==> src/rtl/ext_bus_responder_pkg.sv <==
// Shared definitions for the multiplexed external bus.
// Both the responder and the initiator side import this package so that the
// strobe-state encoding and the out-of-range read pattern stay in one place.
//   bus_state_e    : responder strobe state (idle / read strobe / write strobe)
//   OOR_READ_DATA  : value returned for reads outside the implemented memory
//   next_halfword  : address advance applied at the end of every strobe
package ext_bus_responder_pkg;

  typedef enum logic [1:0] {
    BUS_IDLE = 2'd0,
    BUS_RD   = 2'd1,
    BUS_WR   = 2'd2
  } bus_state_e;

  localparam logic [15:0] OOR_READ_DATA = 16'hFFFF;

  // One strobe moves one halfword; the 32-bit address wraps naturally.
  function automatic logic [31:0] next_halfword(input logic [31:0] a);
    return a + 32'd2;
  endfunction

endpackage

==> src/rtl/ext_bus_responder_mem.sv <==
// Halfword memory for the external bus responder.
// One registered read port and one write port with per-byte enables.
// Contents are never reset.
//   clk      : clock
//   rd_en    : load rd_data from mem[rd_idx] on the next rising edge
//   rd_idx   : halfword index for the read port
//   rd_data  : registered read data (holds while rd_en is low)
//   wr_en    : commit wr_data to mem[wr_idx] on the next rising edge
//   wr_be    : byte enables, [0] = bits 7:0, [1] = bits 15:8
//   wr_idx   : halfword index for the write port
//   wr_data  : write data
module resp_mem
  import ext_bus_responder_pkg::*;
#(
  parameter int ADDR_W = 8
) (
  input  logic              clk,
  input  logic              rd_en,
  input  logic [ADDR_W-1:0] rd_idx,
  output logic [15:0]       rd_data,
  input  logic              wr_en,
  input  logic [1:0]        wr_be,
  input  logic [ADDR_W-1:0] wr_idx,
  input  logic [15:0]       wr_data
);

  logic [15:0] mem_q [2**ADDR_W];
  logic [15:0] rd_data_q;
  logic [15:0] rd_data_d;

  always_comb begin
    rd_data_d = rd_data_q;
    if (rd_en) rd_data_d = mem_q[rd_idx];
  end

  always_ff @(posedge clk) begin
    rd_data_q <= rd_data_d;
    if (wr_en) begin
      if (wr_be[0]) mem_q[wr_idx][7:0]  <= wr_data[7:0];
      if (wr_be[1]) mem_q[wr_idx][15:8] <= wr_data[15:8];
    end
  end

  assign rd_data = rd_data_q;

endmodule

==> src/rtl/ext_bus_responder.sv <==
// Responder for a 16-bit multiplexed address/data external bus.
// A 32-bit address is latched in two halves (ale0 / ale1); each following
// read (oe_n) or write (we_n) strobe transfers one halfword of the internal
// memory and advances the address by 2. Protocol violations and accesses
// outside the implemented memory raise a sticky err flag.
//   clk    : clock, every input is sampled on its rising edge
//   reset  : synchronous active-high reset
//   din    : bus value seen by the responder (address or write data)
//   dout   : read data driven onto the bus
//   isout  : bus drive enable (top level tristates the bus when low)
//   ale0   : latch address[15:0] from din
//   ale1   : latch address[31:16] from din
//   oe_n   : active-low read strobe
//   we_n   : active-low write strobe
//   bhe_n  : active-low byte-high enable for writes
//   addr   : current latched address
//   err    : sticky protocol / range error
module ext_bus_responder
  import ext_bus_responder_pkg::*;
#(
  parameter int ADDR_W = 8
) (
  input  logic        clk,
  input  logic        reset,
  input  logic [15:0] din,
  output logic [15:0] dout,
  output logic        isout,
  input  logic        ale0,
  input  logic        ale1,
  input  logic        oe_n,
  input  logic        we_n,
  input  logic        bhe_n,
  output logic [31:0] addr,
  output logic        err
);

  bus_state_e  state_q, state_d;
  logic [31:0] addr_q, addr_d;
  logic [15:0] dout_q, dout_d;
  logic        isout_q, isout_d;
  logic        err_q, err_d;
  logic [15:0] wdata_q, wdata_d;
  logic        bhe_seen_q, bhe_seen_d;

  logic        in_range;
  logic        ale_any;
  logic        mem_rd_en;
  logic        mem_wr_en;
  logic [15:0] mem_rd_data;

  // Anything above the implemented halfword index is outside the memory.
  assign in_range = (addr_q[31:ADDR_W+1] == '0);
  assign ale_any  = ale0 | ale1;

  always_comb begin
    state_d    = state_q;
    addr_d     = addr_q;
    dout_d     = dout_q;
    isout_d    = 1'b0;
    err_d      = err_q;
    wdata_d    = wdata_q;
    bhe_seen_d = bhe_seen_q;
    mem_rd_en  = 1'b0;
    mem_wr_en  = 1'b0;

    unique case (state_q)
      BUS_IDLE: begin
        if (ale0) addr_d[15:0]  = din;
        if (ale1) addr_d[31:16] = din;
        if (!oe_n && !we_n) begin
          // Conflicting strobes: no access at all, just flag it.
          err_d = 1'b1;
        end else if (!oe_n) begin
          state_d   = BUS_RD;
          mem_rd_en = 1'b1;
        end else if (!we_n) begin
          state_d    = BUS_WR;
          wdata_d    = din;
          bhe_seen_d = !bhe_n;
        end
      end

      BUS_RD: begin
        // Drive stays on for the cycle after oe_n rises, giving the
        // one-cycle lag on both edges of the strobe.
        isout_d = 1'b1;
        dout_d  = in_range ? mem_rd_data : OOR_READ_DATA;
        if (!in_range) err_d = 1'b1;
        if (ale_any)   err_d = 1'b1;
        if (oe_n) begin
          state_d = BUS_IDLE;
          addr_d  = next_halfword(addr_q);
        end else begin
          mem_rd_en = 1'b1;
        end
      end

      BUS_WR: begin
        if (!in_range) err_d = 1'b1;
        if (ale_any)   err_d = 1'b1;
        if (we_n) begin
          // Strobe end: commit the last captured data.
          mem_wr_en = in_range;
          state_d   = BUS_IDLE;
          addr_d    = next_halfword(addr_q);
        end else begin
          wdata_d    = din;
          bhe_seen_d = bhe_seen_q | !bhe_n;
        end
      end

      default: begin
        state_d = BUS_IDLE;
      end
    endcase
  end

  always_ff @(posedge clk) begin
    if (reset) begin
      state_q <= BUS_IDLE;
      addr_q  <= '0;
      dout_q  <= '0;
      isout_q <= 1'b0;
      err_q   <= 1'b0;
    end else begin
      state_q <= state_d;
      addr_q  <= addr_d;
      dout_q  <= dout_d;
      isout_q <= isout_d;
      err_q   <= err_d;
    end
  end

  // Write capture needs no reset: it is only consumed after a fresh strobe
  // has reloaded it.
  always_ff @(posedge clk) begin
    wdata_q    <= wdata_d;
    bhe_seen_q <= bhe_seen_d;
  end

  // Reset mid-strobe must abandon the write, so the commit is gated here.
  resp_mem #(
    .ADDR_W (ADDR_W)
  ) u_mem (
    .clk     (clk),
    .rd_en   (mem_rd_en),
    .rd_idx  (addr_q[ADDR_W:1]),
    .rd_data (mem_rd_data),
    .wr_en   (mem_wr_en & ~reset),
    .wr_be   ({bhe_seen_q, ~addr_q[0]}),
    .wr_idx  (addr_q[ADDR_W:1]),
    .wr_data (wdata_q)
  );

  assign dout  = dout_q;
  assign isout = isout_q;
  assign addr  = addr_q;
  assign err   = err_q;

endmodule

==> config.mk <==
export PLATFORM = sky130hd
export DESIGN_NAME = ext_bus_responder
export DESIGN_NICKNAME = d
export VERILOG_FILES = /design/src/rtl/ext_bus_responder_pkg.sv /design/src/rtl/ext_bus_responder_mem.sv /design/src/rtl/ext_bus_responder.sv
export SDC_FILE = /design/constraint.sdc
export NUM_CORES = 2
export LEC_CHECK = 0
export ABC_AREA = 1
export CAP_MARGIN = 20
export CORE_ASPECT_RATIO = 0.9
export CORE_MARGIN = 2
export CORE_UTILIZATION = 50
export CTS_CLUSTER_DIAMETER = 200
export CTS_CLUSTER_SIZE = 14
export DETAILED_ROUTE_END_ITERATION = 8
export PLACE_DENSITY = 0.69
export SLEW_MARGIN = 20
export SYNTH_ARGS = -nofsm -noshare
export SYNTH_HDL_FRONTEND = slang
export SYNTH_HIERARCHICAL = 1
export SYNTH_SLANG_ARGS = --single-unit
==> constraint.sdc <==
create_clock -name clk -period 3.8 [get_ports clk]
set_clock_uncertainty 0.1 [all_clocks]
set_input_delay 0.76 -clock clk [delete_from_list [all_inputs] [get_ports clk]]
set_output_delay 0.76 -clock clk [all_outputs]
set_load 0.05 [all_outputs]
==> impl_metrics.py <==
metrics = {
    "sta": {
        "period_minus_slack_ns": 3.59,
        "finalSetupTns_ns": 0,
        "relSlewSlack_pct": 17.9,
        "finalMaxSlewViolations": 0,
        "finalCritPeriodShare_pct": 94.6,
        "tightest_slew_ns": 1.23,
        "setup_viol": 0,
        "hold_slack_ns": 0.353,
        "rsz0062_at_grt": "no",
        "timing.fmax_mhz": 278,
        "final_hold_viol_count": 0,
    },
    "place": {
        "dp_cells": 19000,
        "gp_congestion": 0.885,
        "numPortBuffers": 72,
        "hpwlAfterDp_um": 284000,
        "placed_area_mm2": 0.182,
    },
    "grt": {
        "grt_pass1_wl_um": 709000,
        "antenna_found_initial": 21,
        "grt_max_degree": 177,
        "grt_usage_pct": 27.0,
        "grt_overflow": 0,
        "grt_pass1_vias": 109000,
    },
    "floorplan": {
        "num_rows": 204,
        "start_util_pct": 50.1,
        "core_mm2": 0.342,
        "ios": 73,
        "dieArea_mm2": 0.348,
        "die_width_um": 622,
        "die_h_um": 560,
    },
    "pwr": {
        "p_comb_share_pct": 20.0,
        "leakagePower_nw": 66.5,
        "power.internal_mw": 73.1,
        "powerDensity_mw_per_mm2": 544,
        "p_switching_mw": 30.8,
        "clockPowerShare_pct": 30.4,
        "peakVddDrop_mv": 0.416,
        "p_seq_share_pct": 49.6,
        "finalPower_mw": 104,
        "swShare_pct": 29.6,
    },
    "final_layout": {
        "fill_cells": 27400,
        "syn2layout_area_growth_pct": 11.4,
        "stdcell_area_mm2": 0.191,
        "drive_gt1_share_pct": 9.87,
        "stdcell_count": 19400,
        "nNetsFinal": 14800,
    },
    "clocking": {
        "cts_made_buffers": 340,
        "clkSinkCount": 4181,
        "cts-htree-levels": 5,
        "clockRootBuffer": "clkbuf_16",
        "clock_latency_ns": 0.90,
        "cts_tree": "done",
        "clk_pin_slew_ns": 0.08,
        "clk_path_buf_depth": 4,
    },
    "worst_setup_path": {
        "path_cells": "buf_4 > clkdlybuf4s50_1",
        "startpoint_type": "register",
        "critPathMaxFanout": 15,
        "crit_required_ns": 2.94,
        "slowest_delay_ns": 0.87,
        "cp_top_family": "buffers and inverters",
        "critical_path_class": "reg -> out",
        "crit_slowest_cell": "clkdlybuf4s50_1",
        "end_kind": "primary output",
        "worst-path-buf-inv": 2,
        "crit_arrival_ns": 2.73,
    },
    "synth": {
        "synth-seq-cells": 4181,
        "ys_warn_count": 6,
        "async_reset_ff_share_pct": 0,
        "syn-num-nets": 14500,
        "synthFlopType": "edfxtp_1",
        "syn_area_mm2": 0.172,
        "synth_enable_flop_cells": 4129,
        "yosysSeqAreaShare_pct": 72.8,
        "synth_cells": 14500,
        "synth_cell_types": 42,
        "syn_area_per_cell_um2": 11.9,
    },
    "routing": {
        "wl_per_cell_um": 24.8,
        "routed-wl-met3_um": 55200,
        "wl_met1_um": 186000,
        "highest_layer": "met5",
        "wl_met2_um": 220000,
        "initialDrtViolationCount": 17000,
        "vias_per_cell": 6.00,
        "drc": 0,
        "routed_wl_um": 481000,
        "vias": 117000,
        "ant_nets": 0,
        "first_pass_iters": 6,
    },
    "run": {
        "timing.max_cap.violations": 0,
    },
    "hold_path": {
        "worstHoldPathType": "reg -> reg",
    },
    "status": {
        "status": "finished clean",
    },
}
-- layout make-up --
type / count / area (um2) / area share, %
antenna: 8 / 20.0 / 0.0105
clock buffer: 388 / 8860 / 4.63
clock inverter: 13 / 150 / 0.0785
inverter: 71 / 324 / 0.170
multi-input combinational: 9155 / 40900 / 21.4
sequential: 4181 / 125000 / 65.4
tap: 4532 / 5670 / 2.97
timing repair buffer: 1059 / 10200 / 5.33
-- layer usage --
metal / vias to the layer above / track usage (%)
met3: 1041 / 4.89
met1: 56300 / 38.2
met5: - / 0
li1: 52200 / -
met2: 6938 / 41.8
met4: 8 / 10.5
-- cells in the mapped netlist, types with 15 or more instances --
cell / number / area share, %
nand2_1: 4307 / 9.4
nand3_1: 4078 / 12
dfxtp_1: 52 / 0.61
buf_6: 77 / 0.51
buf_4: 114 / 0.50
nor3_1: 529 / 1.5
o21ai_0: 41 / 0.12
buf_1: 124 / 0.27
inv_1: 59 / 0.13
edfxtp_1: 4129 / 72
a21oi_1: 47 / 0.14
o21ai_1: 15 / 0.044
buf_2: 528 / 1.5
clkbuf_1: 226 / 0.49
nor2_1: 79 / 0.17
-- worst paths after layout --
path | start | to | slack (ns) | depth (start not counted)
setup / recovery | addr[8] | addr[8] | 0.21 | 2
hold / removal | err | err | 0.35 | 2
setup reg to reg | addr[2] | u_mem/rd_data[14] | 0.47 | 12
hold reg to reg | err | err | 0.35 | 2
-- per-stage QoR --
stage / setup slack (ns) / utilization [%]
3_5_place_dp: 0.125 / 53.2
6_report: 0.206 / 55.9
4_1_cts: 0.188 / 55.8
3_3_place_gp: 0.155 / 53.2
5_1_grt: 0.171 / 55.8
2_1_floorplan: -0.346 / -
-- flip-flops by register name, summed over array words and instances (netlist names) --
| name | flops |
|---|---|
| u_mem/mem_q | 4096 |
| addr | 32 |
| dout | 16 |
| u_mem/rd_data | 16 |
| wdata_q | 16 |
| state_q | 2 |
| bhe_seen_q | 1 |
| err | 1 |
| isout | 1 |
-- worst register-to-register path, stage by stage, from the launching register on --
cell	delay [ns]
dfxtp_4	0.64
buf_12	0.26
buf_12	0.27
buf_12	0.30
nand3_1	0.20
nand3_1	0.13
nand3_1	0.08
nand3_1	0.15
nand3_1	0.23
nand3_1	0.47
nand2_1	0.11
nand2_1	0.07
nand2_1	0.06
-- cells by family after synthesis --
logic type | synth area share, %
compound gates | 0.386
simple gates | 23.2
buf+inv | 3.50
fa+ha+maj | 0.0364
flops | 72.8
-- power groups by stage --
stage	Sequential, mW	Clock [mW]	Combinational (mW)
final	51.5	31.6	20.8
after global routing	51.5	33.4	22.2
after CTS	51.5	31.9	20.4
after detailed placement	52.5	0	20.4
after global placement	52.5	0	20.1
after floorplan	53.2	0	12.1
-- cell usage in the layout (no fill, tap or decap), drive strengths merged --
| master | synthesis | routed |
|---|---|---|
| a21oi | 53 | 53 |
| a31oi | 1 | 1 |
| and2 | 2 | 2 |
| buf | 846 | 984 |
| clkbuf | 228 | 391 |
| clkdlybuf4s50 | 0 | 70 |
| clkinv | 2 | 8 |
| clkinvlp | 0 | 1 |
| dfxtp | 52 | 52 |
| diode | 0 | 8 |
| dlygate4sd2 | 0 | 2 |
| edfxtp | 4129 | 4129 |
| ha | 5 | 5 |
| inv | 69 | 75 |
| nand2 | 4316 | 4316 |
| nand3 | 4081 | 4081 |
| nand3b | 2 | 2 |
| nand4 | 4 | 4 |
| nor2 | 93 | 93 |
| nor2b | 1 | 1 |
| nor3 | 529 | 529 |
| o21ai | 60 | 60 |
| o21bai | 1 | 1 |
| o221ai | 1 | 1 |
| o22ai | 5 | 5 |
| or2 | 1 | 1 |
-- repair_timing --
| item | in CTS | in global routing |
|---|---|---|
| resized for setup | 2 | 0 |
| buffers inserted | 0 | 0 |
| hold buffers | 0 | 0 |
| setup endpoints to repair | 2 | 0 |
No activity file was read; power rests on OpenSTA's default activity.
